## config.mk

```make
export PLATFORM = sky130hd
export DESIGN_NAME = tdc_stream_sequencer_flat
export DESIGN_NICKNAME = d
export VERILOG_FILES = /design/src/rtl/tdc_stream_sequencer_pkg.sv /design/src/rtl/tdc_stream_sequencer_if.sv /design/src/rtl/tdc_stream_sequencer_fifo.sv /design/src/rtl/tdc_stream_sequencer.sv /design/src/flat_wrapper.sv
export SDC_FILE = /design/constraint.sdc
export NUM_CORES = 1
export LEC_CHECK = 0
export CAP_MARGIN = 20
export CORE_MARGIN = 3
export CORE_UTILIZATION = 40
export CTS_CLUSTER_SIZE = 40
export DETAILED_ROUTE_END_ITERATION = 12
export GPL_TIMING_DRIVEN = 1
export HOLD_SLACK_MARGIN = 0.08
export PLACE_DENSITY = 0.59
export SLEW_MARGIN = 20
export SYNTH_ARGS = -nofsm -noshare
export SYNTH_HDL_FRONTEND = slang
export SYNTH_HIERARCHICAL = 1
export SYNTH_SLANG_ARGS = --single-unit
```

## constraint.sdc

```tcl
create_clock -name clk -period 2.51 [get_ports clk]
set_input_delay 0.753 -clock clk [delete_from_list [all_inputs] [get_ports clk]]
set_output_delay 0.753 -clock clk [all_outputs]
set_load 0.005 [all_outputs]
```

## src/rtl/tdc_stream_sequencer_pkg.sv

```systemverilog
// Shared types and defaults for the TDC stream sequencer: FSM encoding,
// default geometry and an index-width helper.
package tdc_stream_sequencer_pkg;

  localparam int NP_DEF        = 10;
  localparam int PIXEL_NUM_DEF = 3;
  localparam int ACQ_NUM_DEF   = 2;

  typedef enum logic [1:0] {
    ST_IDLE   = 2'd0,
    ST_STREAM = 2'd1,
    ST_GAP    = 2'd2,
    ST_DONE   = 2'd3
  } state_t;

  // Index width for a count of n items; at least one bit so n=1 still has a port.
  function automatic int idx_w(input int n);
    return (n > 1) ? $clog2(n) : 1;
  endfunction

endpackage

```

## src/rtl/tdc_stream_sequencer_if.sv

```systemverilog
// Bundle of the TDC input handshake and the hisBuilderFSM-facing stream.
// master = producer/observer side, slave = the sequencer.
interface tdc_stream_sequencer_if
  import tdc_stream_sequencer_pkg::*;
#(
  parameter int NP        = NP_DEF,
  parameter int PIXEL_NUM = PIXEL_NUM_DEF,
  parameter int ACQ_NUM   = ACQ_NUM_DEF
) ();

  localparam int PW = idx_w(PIXEL_NUM);
  localparam int AW = idx_w(ACQ_NUM);

  logic          start;
  logic          in_valid;
  logic [NP-1:0] in_data;
  logic          in_ready;
  logic          wrEn;
  logic [NP-1:0] data;
  logic [PW-1:0] pix_idx;
  logic [AW-1:0] acq_idx;
  logic          busy;
  logic          frame_done;
  logic          underrun;

  modport master (
    output start, in_valid, in_data,
    input  in_ready, wrEn, data, pix_idx, acq_idx, busy, frame_done, underrun
  );

  modport slave (
    input  start, in_valid, in_data,
    output in_ready, wrEn, data, pix_idx, acq_idx, busy, frame_done, underrun
  );

endinterface

```

## src/rtl/tdc_stream_sequencer_fifo.sv

```systemverilog
// Small synchronous FIFO with registered full/empty; head is read combinationally
// so a pop and its data land on the same edge.
module sync_stream_fifo #(
  parameter int W     = 10,
  parameter int DEPTH = 4
) (
  input  logic         clk,
  input  logic         rst,
  input  logic         push,
  input  logic [W-1:0] wdata,
  input  logic         pop,
  output logic [W-1:0] rdata,
  output logic         full,
  output logic         empty
);

  localparam int AW = $clog2(DEPTH);

  logic [W-1:0]  mem_q [DEPTH];
  logic [AW-1:0] wr_ptr_q, wr_ptr_d;
  logic [AW-1:0] rd_ptr_q, rd_ptr_d;
  logic [AW:0]   cnt_q, cnt_d;
  logic          full_q, full_d;
  logic          empty_q, empty_d;
  logic          do_push, do_pop;

  always_comb begin
    do_pop   = pop && !empty_q;
    // Full is judged before this edge's pop, so a push never lands on a full buffer.
    do_push  = push && !full_q;
    wr_ptr_d = wr_ptr_q;
    rd_ptr_d = rd_ptr_q;
    if (do_push) wr_ptr_d = (wr_ptr_q == AW'(DEPTH - 1)) ? '0 : wr_ptr_q + AW'(1);
    if (do_pop)  rd_ptr_d = (rd_ptr_q == AW'(DEPTH - 1)) ? '0 : rd_ptr_q + AW'(1);
    cnt_d   = cnt_q + (AW + 1)'(do_push) - (AW + 1)'(do_pop);
    full_d  = (cnt_d == (AW + 1)'(DEPTH));
    empty_d = (cnt_d == '0);
  end

  always_ff @(posedge clk) begin
    if (rst) begin
      wr_ptr_q <= '0;
      rd_ptr_q <= '0;
      cnt_q    <= '0;
      full_q   <= 1'b0;
      empty_q  <= 1'b1;
    end else begin
      wr_ptr_q <= wr_ptr_d;
      rd_ptr_q <= rd_ptr_d;
      cnt_q    <= cnt_d;
      full_q   <= full_d;
      empty_q  <= empty_d;
    end
  end

  always_ff @(posedge clk) begin
    if (do_push) mem_q[wr_ptr_q] <= wdata;
  end

  assign rdata = mem_q[rd_ptr_q];
  assign full  = full_q;
  assign empty = empty_q;

endmodule

```

## src/rtl/tdc_stream_sequencer.sv

```systemverilog
// Buffers TDC timestamps and replays them as the fixed-cadence wrEn/data stream
// for hisBuilderFSM: PIXEL_NUM words per acquisition, ACQ_NUM acquisitions, idle gaps.
module tdc_stream_sequencer
  import tdc_stream_sequencer_pkg::*;
#(
  parameter int NP         = NP_DEF,
  parameter int PIXEL_NUM  = PIXEL_NUM_DEF,
  parameter int ACQ_NUM    = ACQ_NUM_DEF,
  parameter int GAP_CYCLES = 4,
  parameter int FIFO_DEPTH = 4
) (
  input  logic                   clk,
  input  logic                   res,
  tdc_stream_sequencer_if.slave  bus
);

  localparam int PW = idx_w(PIXEL_NUM);
  localparam int AW = idx_w(ACQ_NUM);
  localparam int GW = idx_w(GAP_CYCLES);

  state_t        state_q, state_d;
  logic [PW-1:0] pix_cnt_q, pix_cnt_d;
  logic [AW-1:0] acq_cnt_q, acq_cnt_d;
  logic [GW-1:0] gap_q, gap_d;
  logic          wr_q, wr_d;
  logic [NP-1:0] data_q, data_d;
  logic [PW-1:0] pix_idx_q, pix_idx_d;
  logic [AW-1:0] acq_idx_q, acq_idx_d;
  logic          busy_q, busy_d;
  logic          fd_q, fd_d;
  logic          und_q, und_d;

  logic          fifo_full, fifo_empty, fifo_pop, fifo_push;
  logic [NP-1:0] fifo_head;

  assign bus.in_ready = !fifo_full && !res;
  assign fifo_push    = bus.in_valid && bus.in_ready;

  sync_stream_fifo #(.W(NP), .DEPTH(FIFO_DEPTH)) u_fifo (
    .clk   (clk),
    .rst   (res),
    .push  (fifo_push),
    .wdata (bus.in_data),
    .pop   (fifo_pop),
    .rdata (fifo_head),
    .full  (fifo_full),
    .empty (fifo_empty)
  );

  always_comb begin
    state_d   = state_q;
    pix_cnt_d = pix_cnt_q;
    acq_cnt_d = acq_cnt_q;
    gap_d     = gap_q;
    wr_d      = 1'b0;
    data_d    = data_q;
    pix_idx_d = pix_idx_q;
    acq_idx_d = acq_idx_q;
    busy_d    = busy_q;
    fd_d      = 1'b0;
    und_d     = und_q;
    fifo_pop  = 1'b0;
    unique case (state_q)
      ST_IDLE: begin
        // The frame_done cycle is still IDLE; a start landing there is dropped.
        if (bus.start && !fd_q) begin
          state_d   = ST_STREAM;
          pix_cnt_d = '0;
          acq_cnt_d = '0;
          pix_idx_d = '0;
          acq_idx_d = '0;
          busy_d    = 1'b1;
        end
      end
      ST_STREAM: begin
        wr_d      = 1'b1;
        pix_idx_d = pix_cnt_q;
        acq_idx_d = acq_cnt_q;
        if (!fifo_empty) begin
          fifo_pop = 1'b1;
          data_d   = fifo_head;
        end else begin
          data_d = '1;
          und_d  = 1'b1;
        end
        if (pix_cnt_q == PW'(PIXEL_NUM - 1)) begin
          pix_cnt_d = '0;
          if (acq_cnt_q == AW'(ACQ_NUM - 1)) begin
            state_d = ST_DONE;
          end else begin
            acq_cnt_d = acq_cnt_q + AW'(1);
            gap_d     = '0;
            state_d   = (GAP_CYCLES == 0) ? ST_STREAM : ST_GAP;
          end
        end else begin
          pix_cnt_d = pix_cnt_q + PW'(1);
        end
      end
      ST_GAP: begin
        if (gap_q == GW'(GAP_CYCLES - 1)) state_d = ST_STREAM;
        else                              gap_d   = gap_q + GW'(1);
      end
      ST_DONE: begin
        fd_d    = 1'b1;
        busy_d  = 1'b0;
        state_d = ST_IDLE;
      end
      default: state_d = ST_IDLE;
    endcase
  end

  always_ff @(posedge clk) begin
    if (res) begin
      state_q   <= ST_IDLE;
      pix_cnt_q <= '0;
      acq_cnt_q <= '0;
      gap_q     <= '0;
      wr_q      <= 1'b0;
      data_q    <= '0;
      pix_idx_q <= '0;
      acq_idx_q <= '0;
      busy_q    <= 1'b0;
      fd_q      <= 1'b0;
      und_q     <= 1'b0;
    end else begin
      state_q   <= state_d;
      pix_cnt_q <= pix_cnt_d;
      acq_cnt_q <= acq_cnt_d;
      gap_q     <= gap_d;
      wr_q      <= wr_d;
      data_q    <= data_d;
      pix_idx_q <= pix_idx_d;
      acq_idx_q <= acq_idx_d;
      busy_q    <= busy_d;
      fd_q      <= fd_d;
      und_q     <= und_d;
    end
  end

  assign bus.wrEn       = wr_q;
  assign bus.data       = data_q;
  assign bus.pix_idx    = pix_idx_q;
  assign bus.acq_idx    = acq_idx_q;
  assign bus.busy       = busy_q;
  assign bus.frame_done = fd_q;
  assign bus.underrun   = und_q;

endmodule
```

## src/flat_wrapper.sv

```systemverilog
// flat-port wrapper written by rule: the top's interface ports become plain ports
module tdc_stream_sequencer_flat import tdc_stream_sequencer_pkg::*;
#(
  parameter int NP         = NP_DEF,
  parameter int PIXEL_NUM  = PIXEL_NUM_DEF,
  parameter int ACQ_NUM    = ACQ_NUM_DEF,
  parameter int GAP_CYCLES = 4,
  parameter int FIFO_DEPTH = 4
)
  (clk, res, bus_start, bus_in_valid, bus_in_data, bus_in_ready, bus_wrEn, bus_data, bus_pix_idx, bus_acq_idx, bus_busy, bus_frame_done, bus_underrun);
  tdc_stream_sequencer_if #(.NP(NP), .PIXEL_NUM(PIXEL_NUM), .ACQ_NUM(ACQ_NUM)) bus_i ();
  input  logic clk;
  input  logic res;
  input wire logic [$bits(bus_i.start)-1:0] bus_start;
  input wire logic [$bits(bus_i.in_valid)-1:0] bus_in_valid;
  input wire logic [$bits(bus_i.in_data)-1:0] bus_in_data;
  output wire logic [$bits(bus_i.in_ready)-1:0] bus_in_ready;
  output wire logic [$bits(bus_i.wrEn)-1:0] bus_wrEn;
  output wire logic [$bits(bus_i.data)-1:0] bus_data;
  output wire logic [$bits(bus_i.pix_idx)-1:0] bus_pix_idx;
  output wire logic [$bits(bus_i.acq_idx)-1:0] bus_acq_idx;
  output wire logic [$bits(bus_i.busy)-1:0] bus_busy;
  output wire logic [$bits(bus_i.frame_done)-1:0] bus_frame_done;
  output wire logic [$bits(bus_i.underrun)-1:0] bus_underrun;
  assign bus_i.start = bus_start;
  assign bus_i.in_valid = bus_in_valid;
  assign bus_i.in_data = bus_in_data;
  assign bus_in_ready = bus_i.in_ready;
  assign bus_wrEn = bus_i.wrEn;
  assign bus_data = bus_i.data;
  assign bus_pix_idx = bus_i.pix_idx;
  assign bus_acq_idx = bus_i.acq_idx;
  assign bus_busy = bus_i.busy;
  assign bus_frame_done = bus_i.frame_done;
  assign bus_underrun = bus_i.underrun;
  tdc_stream_sequencer #(.NP(NP), .PIXEL_NUM(PIXEL_NUM), .ACQ_NUM(ACQ_NUM), .GAP_CYCLES(GAP_CYCLES), .FIFO_DEPTH(FIFO_DEPTH)) u_core (.clk(clk), .res(res), .bus(bus_i));
endmodule
```

==> impl_metrics.ini, run 1 <==
[route]
final_antenna_net_count = 0
vias_per_cell = 4.82
drtPass1Iterations = 4
drt_iter0_drc = 44
via_count = 1703
avgRoutedWirePerCell_um = 14.1
drc = 0
drt-total-wl_mm = 4.97

[cells_and_area]
fin_nets = 274
drive_gt1_frac = 0.160
fin_area_sq_mm = 0.00359
num_antenna_cells = 0
area_delta_synth_final_pct = 23.0
final_common_cell = edfxtp_1
final_cell_mix = 40 x edfxtp_1, 35 x dfxtp_1, 30 x clkdlybuf4s50_1, 28 x nor2_1, 21 x nor3_1

[clock_tree]
cts_made_buffers = 9
clockRootBuffer = clkbuf_8
clk_latency_ns = 0.34
clock_path_buffers = 2
hold_buffers = 0
cts.sinks = 75
cts_tree = done
clk_pin_slew_ns = 0.09
cts_max_level = 3
cts_setup_buffers = 0

[logic_synthesis]
yosysTopAreaCell = edfxtp_1
syn_inst = 213
synthArstFlopShare = 0
synth.distinct_cells = 40
yosysWarningCount = 6
syn_nets = 235
synth.cell_area_sq_mm = 0.00292
synth-seq-cells = 75
avgSynthCellArea_sq_um = 13.7
synth.area.top_cells = edfxtp_1 41%, dfxtp_1 24%, mux4_2 7.7%, nor2_1 3.6%, nor3_1 3.6%
ys.flop_type = edfxtp_1
yosysSeqAreaShare = 0.652
synth_edf_count = 40
synth_top_area_share = 0.412

[grt]
grt_remaining_overflow = 0
grt_start_max_net_pins = 40
grt_pass1_vias = 1752
antenna_found_initial = 0
grt_pass1_wl_mm = 8.47
track_usage = 0.131

[critical_path]
critical_path_required_ns = 2.75
cp_max_fo = 3
worstSetupEndpointType = flop
crit_path_start_kind = input port
critPathArrivalTime_ns = 2.70
path_class = input port to flop

[placed_design]
port_buffers = 31
routabilityCongestion = 0.735
placed_area_sq_mm = 0.00339
pre_cts_ws_ns = -0.306
place_hpwl_mm = 3.33

[floorplan]
die_x_um = 91.4
std_cell_rows = 30
start_util = 0.420
core_area_sq_mm = 0.00694
fp.dieH_um = 91.4
io-pin-count = 32
dieArea_sq_mm = 0.00835

[power_and_ir_drop]
p_leak_nw = 1.23
pwr_density_cell_mw_per_mm2 = 751
vdd_drop_max_v = 0.000408

[sta]
worstMarginPinSlew_ns = 0.544
rsz0062_at_grt = true
setup_viol = 0
setup_slack_ns = 0.0493
slew_viol_final = 0
hold_viol_final = 0
period_share = 0.980
slew-limit-headroom = 0.638
skew_ns = 0.0101
fmax_mhz = 406
min_period_ns = 2.46

[min_path]
hold_path.class = flop to flop

[run_status]
status = complete, no violations

[flow_run]
drv_cap = 0
[cells in the mapped netlist, types with 2 or more instances]
cell / instances
edfxtp_1: 40
dfxtp_1: 35
nor2_1: 28
nor3_1: 21
mux4_2: 10
ha_1: 7
a21oi_1: 5
and2_1: 5
clkbuf_1: 5
inv_1: 5
nand2b_1: 5
mux2i_1: 4
nor2b_1: 4
a211oi_1: 3
buf_2: 3
buf_6: 3
nand3b_1: 3
nand2_1: 2
nor3b_1: 2
o21ai_0: 2
xnor2_1: 2
[final timing paths]
check / to / cells past startpoint / slack [ns] / from
min: u_core/bus.pix_idx[0] / 2 / 0.48 / u_core/bus.pix_idx[0]
min reg2reg: u_core/bus.pix_idx[0] / 2 / 0.48 / u_core/bus.pix_idx[0]
max: u_core/u_fifo/empty / 9 / 0.05 / res
max reg2reg: u_core/u_fifo/empty / 8 / 0.30 / u_core/state_q[1]
[worst max-delay path: stages]
cell and delay [ns]:
clkdlybuf4s50_1 0.47, nor2_1 0.05, and2_1 0.15, nor2b_2 0.16, xor2_1 0.16, ha_1 0.21, fa_1 0.53, nor2_1 0.05
a21o_1 0.17
[what timing repair did]
item / in CTS / in global routing
pin swaps: 0 / 0
resized for setup: 1 / 3
gates cloned: 0 / 0
setup endpoints to repair: 1 / 3
[registers in the layout, indices dropped and copies added (netlist names), 2 cells and up, named ones only]
signal,flops
u_core/u_fifo/rd_ptr_q,2
u_core/gap_q,2
u_core/u_fifo/wr_ptr_q,2
u_core/u_fifo/cnt_q,3
u_core/state_q,2
u_core/pix_cnt_q,2
u_core/bus.data,10
u_core/u_fifo/mem_q,40
u_core/bus.pix_idx,2
[stage by stage]
stage	TNS (ns)	power (mW)	utilization	instances	hold slack (ns)
after floorplan	0	1.70	-	213	0.460
after global placement	-0.968	1.87	0.489	337	0.452
after detailed placement	-1.18	1.87	0.489	337	0.467
after CTS	0	2.72	0.514	353	0.486
after global routing	-0.0345	2.83	0.517	353	0.511
final	0	2.70	0.517	353	0.477
[kinds of logic (layout without fill, tap and decap cells)]
logic type | count (synthesis) | after routing | share of synthesized area
adder cells (fa/ha/maj) | 8 | 8 | 0.0369
multiplexers | 14 | 14 | 0.0909
AND/OR/NAND/NOR | 77 | 77 | 0.137
buffers and inverters | 18 | 62 | 0.0339
AO/OA/AOI/OAI | 18 | 18 | 0.0407
XOR/XNOR | 3 | 3 | 0.00901
flip-flops | 75 | 75 | 0.652
[cell type report]
type,count,area (sq um)
Sequential cell,75,1900
Clock buffer,9,124
Inverter,5,18.8
Multi-Input combinational cell,120,933
Clock inverter,7,56.3
Fill cell,601,3360
Tap cell,96,120
Timing Repair Buffer,41,434
[power breakdown]
part | switching (mW) | leakage [nW] | internal [mW] | total (mW)
Combinational | 0.192 | 0.491 | 0.224 | 0.417
Sequential | 0.0501 | 0.650 | 1.39 | 1.44
Clock | 0.468 | 0.0862 | 0.372 | 0.840
[per-layer routing]
metal	routed length (um)	share of wire	GRT usage
met1	2270	0.46	0.166
met2	2460	0.49	0.207
met3	180	0.036	0.0298
met4	67	0.013	0.0678
met5	0	0	0
No activity file was read; power rests on OpenSTA's default activity.
==> inputs of run 2 (changes only) <==
--- a/config.mk
+++ b/config.mk
@@ -7,12 +7,12 @@
 export LEC_CHECK = 0
 export CAP_MARGIN = 20
 export CORE_MARGIN = 3
-export CORE_UTILIZATION = 40
+export CORE_UTILIZATION = 45
 export CTS_CLUSTER_SIZE = 40
 export DETAILED_ROUTE_END_ITERATION = 12
 export GPL_TIMING_DRIVEN = 1
 export HOLD_SLACK_MARGIN = 0.08
-export PLACE_DENSITY = 0.59
+export PLACE_DENSITY = 0.66
 export SLEW_MARGIN = 20
 export SYNTH_ARGS = -nofsm -noshare
 export SYNTH_HDL_FRONTEND = slang
==> impl_metrics.ini, run 2 (synthesized netlist as in run 1, its figures left out) <==
[run_status]
status = complete, no violations

[sta]
min_period_ns = 2.29
setup_slack_ns = 0.219
slew-limit-headroom = 0.640
hold_viol_final = 0
worstMarginPinSlew_ns = 0.540
period_share = 0.913
fmax_mhz = 437
skew_ns = 0.0101
slew_viol_final = 0
setup_viol = 0
fin_tns_setup_ns = 0
rsz0062_at_grt = false

[grt]
grt_start_max_net_pins = 40
antenna_found_initial = 0
grt_pass1_wl_mm = 7.85
grt_pass1_vias = 1651
grt_remaining_overflow = 0
track_usage = 0.139

[cells_and_area]
fin_nets = 273
final_common_cell = edfxtp_1
area_delta_synth_final_pct = 23.1
num-fill-cells = 491
fin_util = 0.589
num_antenna_cells = 0
largest_reg_flops = 40
drive_gt1_frac = 0.160
final_cell_mix = 40 x edfxtp_1, 35 x dfxtp_1, 29 x clkdlybuf4s50_1, 28 x nor2_1, 21 x nor3_1
top_register = u_core/u_fifo/mem_q

[clock_tree]
clk_pin_slew_ns = 0.09
cts_max_level = 3
hold_buffers = 0
clock_path_buffers = 2
cts.sinks = 75
cts_made_buffers = 9
cts_tree = done
clockRootBuffer = clkbuf_8
clk_latency_ns = 0.35

[route]
drc = 0
final_antenna_net_count = 0
wl_met2_mm = 2.12
avgRoutedWirePerCell_um = 14.2
highest_layer = met4
vias_per_cell = 5.10
drt-total-wl_mm = 4.72
via_count = 1689
wl_met3_um = 224
drt_iter0_drc = 55
drt-met1-wl_mm = 2.28
drtPass1Iterations = 4

[power_and_ir_drop]
pwr_density_cell_mw_per_mm2 = 786
p_leak_nw = 1.25
vdd_drop_max_v = 0.000443

[floorplan]
core_area_sq_mm = 0.00610
std_cell_rows = 28
die_x_um = 86.5
fp.dieH_um = 86.5
io-pin-count = 32
start_util = 0.479
dieArea_sq_mm = 0.00749

[critical_path]
path_cells = clkdlybuf4s50_1 > and2_1 > nor2b_4 > xor2_1 > ha_2 > fa_1 > xnor2_2 > a21o_1
path_class = input port to flop
crit_buf_inv = 1
crit_slowest_cell = fa_1
r2r_start = u_core/state_q[1]
cp_max_fo = 3
worstSetupEndpointType = flop
critical_path_required_ns = 2.76
slowest_delay_ns = 0.43
crit_path_start_kind = input port
crit_cells = 8
reg2reg_to = u_core/u_fifo/empty
cp_top_family = adder cells
critPathArrivalTime_ns = 2.54
reg2regPathDepth = 8
r2r_slack_ns = 0.30

[placed_design]
port_buffers = 31
pre_cts_ws_ns = -0.328
place_hpwl_mm = 3.15
routabilityCongestion = 0.734

[flow_run]
drv_cap = 0

[min_path]
hold_path.class = flop to flop
min_to = u_core/bus.pix_idx[1]
hold-path-cell-count = 2
hp-start = u_core/bus.pix_idx[1]
[run 2: changes by cell type in the layout (fill, tap and decap cells not counted), sizes merged]
cell           previous run  this run
clkinvlp                  2         0
dlymetal6s2s              0         1
bufinv                    0         1
clkdlybuf4s50            30        29
inv                       9        10
buf                      10         9
[run 2: final cells by class]
cell class                 count  area [sq um]  area share
multi-input combinational    120           935       0.260
clock buffer                   9           124      0.0345
tap                           75          93.8      0.0261
sequential                    75          1900       0.529
timing repair buffer          40           429       0.119
inverter                       5          18.8     0.00522
clock inverter                 7          90.1      0.0251
[run 2: per-stage QoR]
step / total power, mW / instance area (sq um) / hold slack, ns / cells
after floorplan: 1.70 / 2930 / 0.460 / 213
after global placement: 1.85 / 3360 / 0.453 / 315
after detailed placement: 1.86 / 3360 / 0.467 / 315
after CTS: 2.85 / 3570 / 0.480 / 331
after global routing: 2.97 / 3590 / 0.512 / 331
final: 2.82 / 3590 / 0.478 / 331
[run 2: how the worst max path moves through the flow]
| stage | startpoint | end | slack [ns] |
|---|---|---|---|
| after floorplan | res | u_core/u_fifo/empty | 0.01 |
| after global placement | res | u_core/u_fifo/empty | -0.26 |
| after detailed placement | res | u_core/u_fifo/full | -0.33 |
| after CTS | res | u_core/u_fifo/full | 0.06 |
| after global routing | bus_in_valid | u_core/u_fifo/full | 0.11 |
| final | bus_in_valid | u_core/u_fifo/empty | 0.22 |
[run 2: metal layers]
| layer | GRT usage | vias to the layer above |
|---|---|---|
| met2 | 0.207 | 33 |
| li1 | - | 850 |
| met4 | 0.0765 | 0 |
| met1 | 0.183 | 797 |
| met5 | 0 | - |
| met3 | 0.0428 | 9 |
[run 2: what timing repair did]
item	CTS	global route
setup endpoints to repair	1	3
pin swaps	0	3
setup buffers	0	0
resized for setup	1	5
[run 2: worst register-to-register path, delay by kind of cell (launching register included)]
family                   cells  cell delay (ns)
AO/OA/AOI/OAI                1             0.16
XOR/XNOR                     2             0.30
adder cells (fa/ha/maj)      2             0.64
flip-flops                   1             0.39
AND/OR/NAND/NOR              3             0.63
[run 2: power breakdown]
part           leakage, nW  switching [mW]  total, mW  internal (mW)
Sequential           0.650          0.0633       1.45           1.39
Clock                0.110           0.497      0.986          0.489
Combinational        0.495           0.170      0.387          0.217
Total                 1.25           0.731       2.82           2.09
==> inputs of run 3 (changes only) <==
--- a/config.mk
+++ b/config.mk
@@ -13,6 +13,7 @@
 export GPL_TIMING_DRIVEN = 1
 export HOLD_SLACK_MARGIN = 0.08
 export PLACE_DENSITY = 0.66
+export RECOVER_POWER = 100
 export SLEW_MARGIN = 20
 export SYNTH_ARGS = -nofsm -noshare
 export SYNTH_HDL_FRONTEND = slang
==> impl_metrics.ini, run 3 (synthesized netlist as in run 1, its figures left out) <==
[run_status]
status = complete, but fails checks
violations = max-capacitance violations, max-slew violations

[sta]
fmax_mhz = 432
setup_slack_ns = 0.196
slew_viol_final = 40
setup_viol = 0
min_period_ns = 2.31
rsz0062_at_grt = false
hold_viol_final = 0
fin_tns_setup_ns = 0
period_share = 0.922
worstMarginPinSlew_ns = 1.63
slew-limit-headroom = -0.0863
skew_ns = 0.0104

[cells_and_area]
final_common_cell = edfxtp_1
register_area_sq_mm = 0.00190
area_delta_synth_final_pct = 20.8
largest_reg_flops = 40
num-fill-cells = 500
drive_gt1_frac = 0.141
multiInputGateArea_sq_um = 935
fin_nets = 273
final_cell_mix = 40 x edfxtp_1, 35 x dfxtp_1, 28 x nor2_1, 27 x dlygate4sd3_1, 21 x nor3_1
num_antenna_cells = 0
top_register = u_core/u_fifo/mem_q

[critical_path]
critPathArrivalTime_ns = 2.49
path_class = input port to flop
reg2reg_to = u_core/u_fifo/full
r2r_slack_ns = 0.27
critical_path_required_ns = 2.68
crit_buf_inv = 1
crit_path_start_kind = input port
reg2regPathDepth = 8
slowest_delay_ns = 0.43
crit_start = bus_in_valid
path_cells = clkdlybuf4s50_1 > and2_0 > nor2b_4 > xor2_1 > ha_2 > fa_1 > xnor2_2 > nor4_1
worstSetupEndpointType = flop
crit_cells = 8
r2r_start = u_core/state_q[1]
crit_slowest_cell = fa_1
cp_top_family = adder cells
cp_max_fo = 3

[route]
drt_iter0_drc = 52
via_count = 1684
drt-total-wl_mm = 4.69
drtPass1Iterations = 4
final_antenna_net_count = 0
avgRoutedWirePerCell_um = 14.2
drc = 0
vias_per_cell = 5.09

[placed_design]
place_hpwl_mm = 3.15
routabilityCongestion = 0.734
pre_cts_ws_ns = -0.328
port_buffers = 31

[floorplan]
core_area_sq_mm = 0.00610
die_x_um = 86.5
io-pin-count = 32
dieArea_sq_mm = 0.00749
std_cell_rows = 28
fp.dieH_um = 86.5
start_util = 0.479

[power_and_ir_drop]
vdd_drop_max_v = 0.000443
seq_power_share = 0.520
internal_power_mw = 2.07
pwr-share-clk = 0.353
pwr_density_cell_mw_per_mm2 = 793
p_sw_mw = 0.727
p_leak_nw = 1.26
swShare = 0.260
power_frac_comb = 0.127

[clock_tree]
cts_tree = done
hold_buffers = 0
clockRootBuffer = clkbuf_8
cts_max_level = 3
clock_path_buffers = 2
clk_latency_ns = 0.35
cts.sinks = 75
clk_pin_slew_ns = 0.09
cts_made_buffers = 9

[flow_run]
drv_cap = 1

[grt]
grt_pass1_wl_mm = 7.85
grt_remaining_overflow = 0
grt_start_max_net_pins = 40
grt_pass1_vias = 1651
antenna_found_initial = 0
track_usage = 0.139

[min_path]
hp-start = u_core/bus.pix_idx[1]
hold_path.class = flop to flop
min_to = u_core/bus.pix_idx[1]
hold-path-cell-count = 2
==> run 3: cell count changes in the layout (fill, tap and decap cells not counted), sizes merged <==
cell,previous run,this run
clkdlybuf4s50,29,2
buf,9,4
dlygate4sd3,0,27
clkbuf,9,14
==> run 3: power by group through the flow <==
stage | Combinational, mW | Clock [mW] | Sequential [mW]
final | 0.355 | 0.986 | 1.45
after floorplan | 0.246 | 0 | 1.46
after detailed placement | 0.378 | 0 | 1.48
after CTS | 0.377 | 1.02 | 1.45
after global routing | 0.407 | 1.07 | 1.46
after global placement | 0.374 | 0 | 1.48
==> run 3: worst register-to-register path: cells and delay by family, from the launching register on <==
kind          cells  cell delay, ns
simple gates      4            0.71
fa+ha+maj         2            0.64
flops             1            0.39
xor+xnor          2            0.34
==> run 3: timing repair <==
item	4_1_cts	5_1_grt
pin swaps	0	3
resized for setup	1	5
endpoints found under the setup margin	1	3
gates cloned	0	0
buffers inserted	0	0
==> run 3: worst max-delay path by stage <==
stage                          endpoint  slack, ns
CTS                  u_core/u_fifo/full       0.06
global placement    u_core/u_fifo/empty      -0.26
finish               u_core/u_fifo/full       0.20
global route         u_core/u_fifo/full       0.07
detailed placement   u_core/u_fifo/full      -0.33
floorplan           u_core/u_fifo/empty       0.01
==> run 3: area by class of cell <==
type	count	share of cell area
clock buffer	9	0.0352
clock inverter	7	0.0256
inverter	5	0.00533
multi-input combinational	120	0.265
sequential	75	0.540
tap	75	0.0266
timing repair buffer	40	0.102
==> run 3: metal layers <==
metal  global-route usage  wire length [um]  vias to the layer above
met5                    0                 0                        -
li1                     -                 -                      851
met3               0.0428               217                        9
met4               0.0765                95                        0
met2                0.207              2120                       31
met1                0.183              2260                      793
==> run 3: through the flow <==
step	hold slack, ns	power [mW]	utilization	instances	area, sq um
after floorplan	0.460	1.70	-	213	2930
after global placement	0.453	1.85	0.551	315	3360
after detailed placement	0.467	1.86	0.551	315	3360
after CTS	0.480	2.85	0.586	331	3570
after global routing	0.509	2.94	0.578	331	3520
final	0.475	2.79	0.578	331	3520
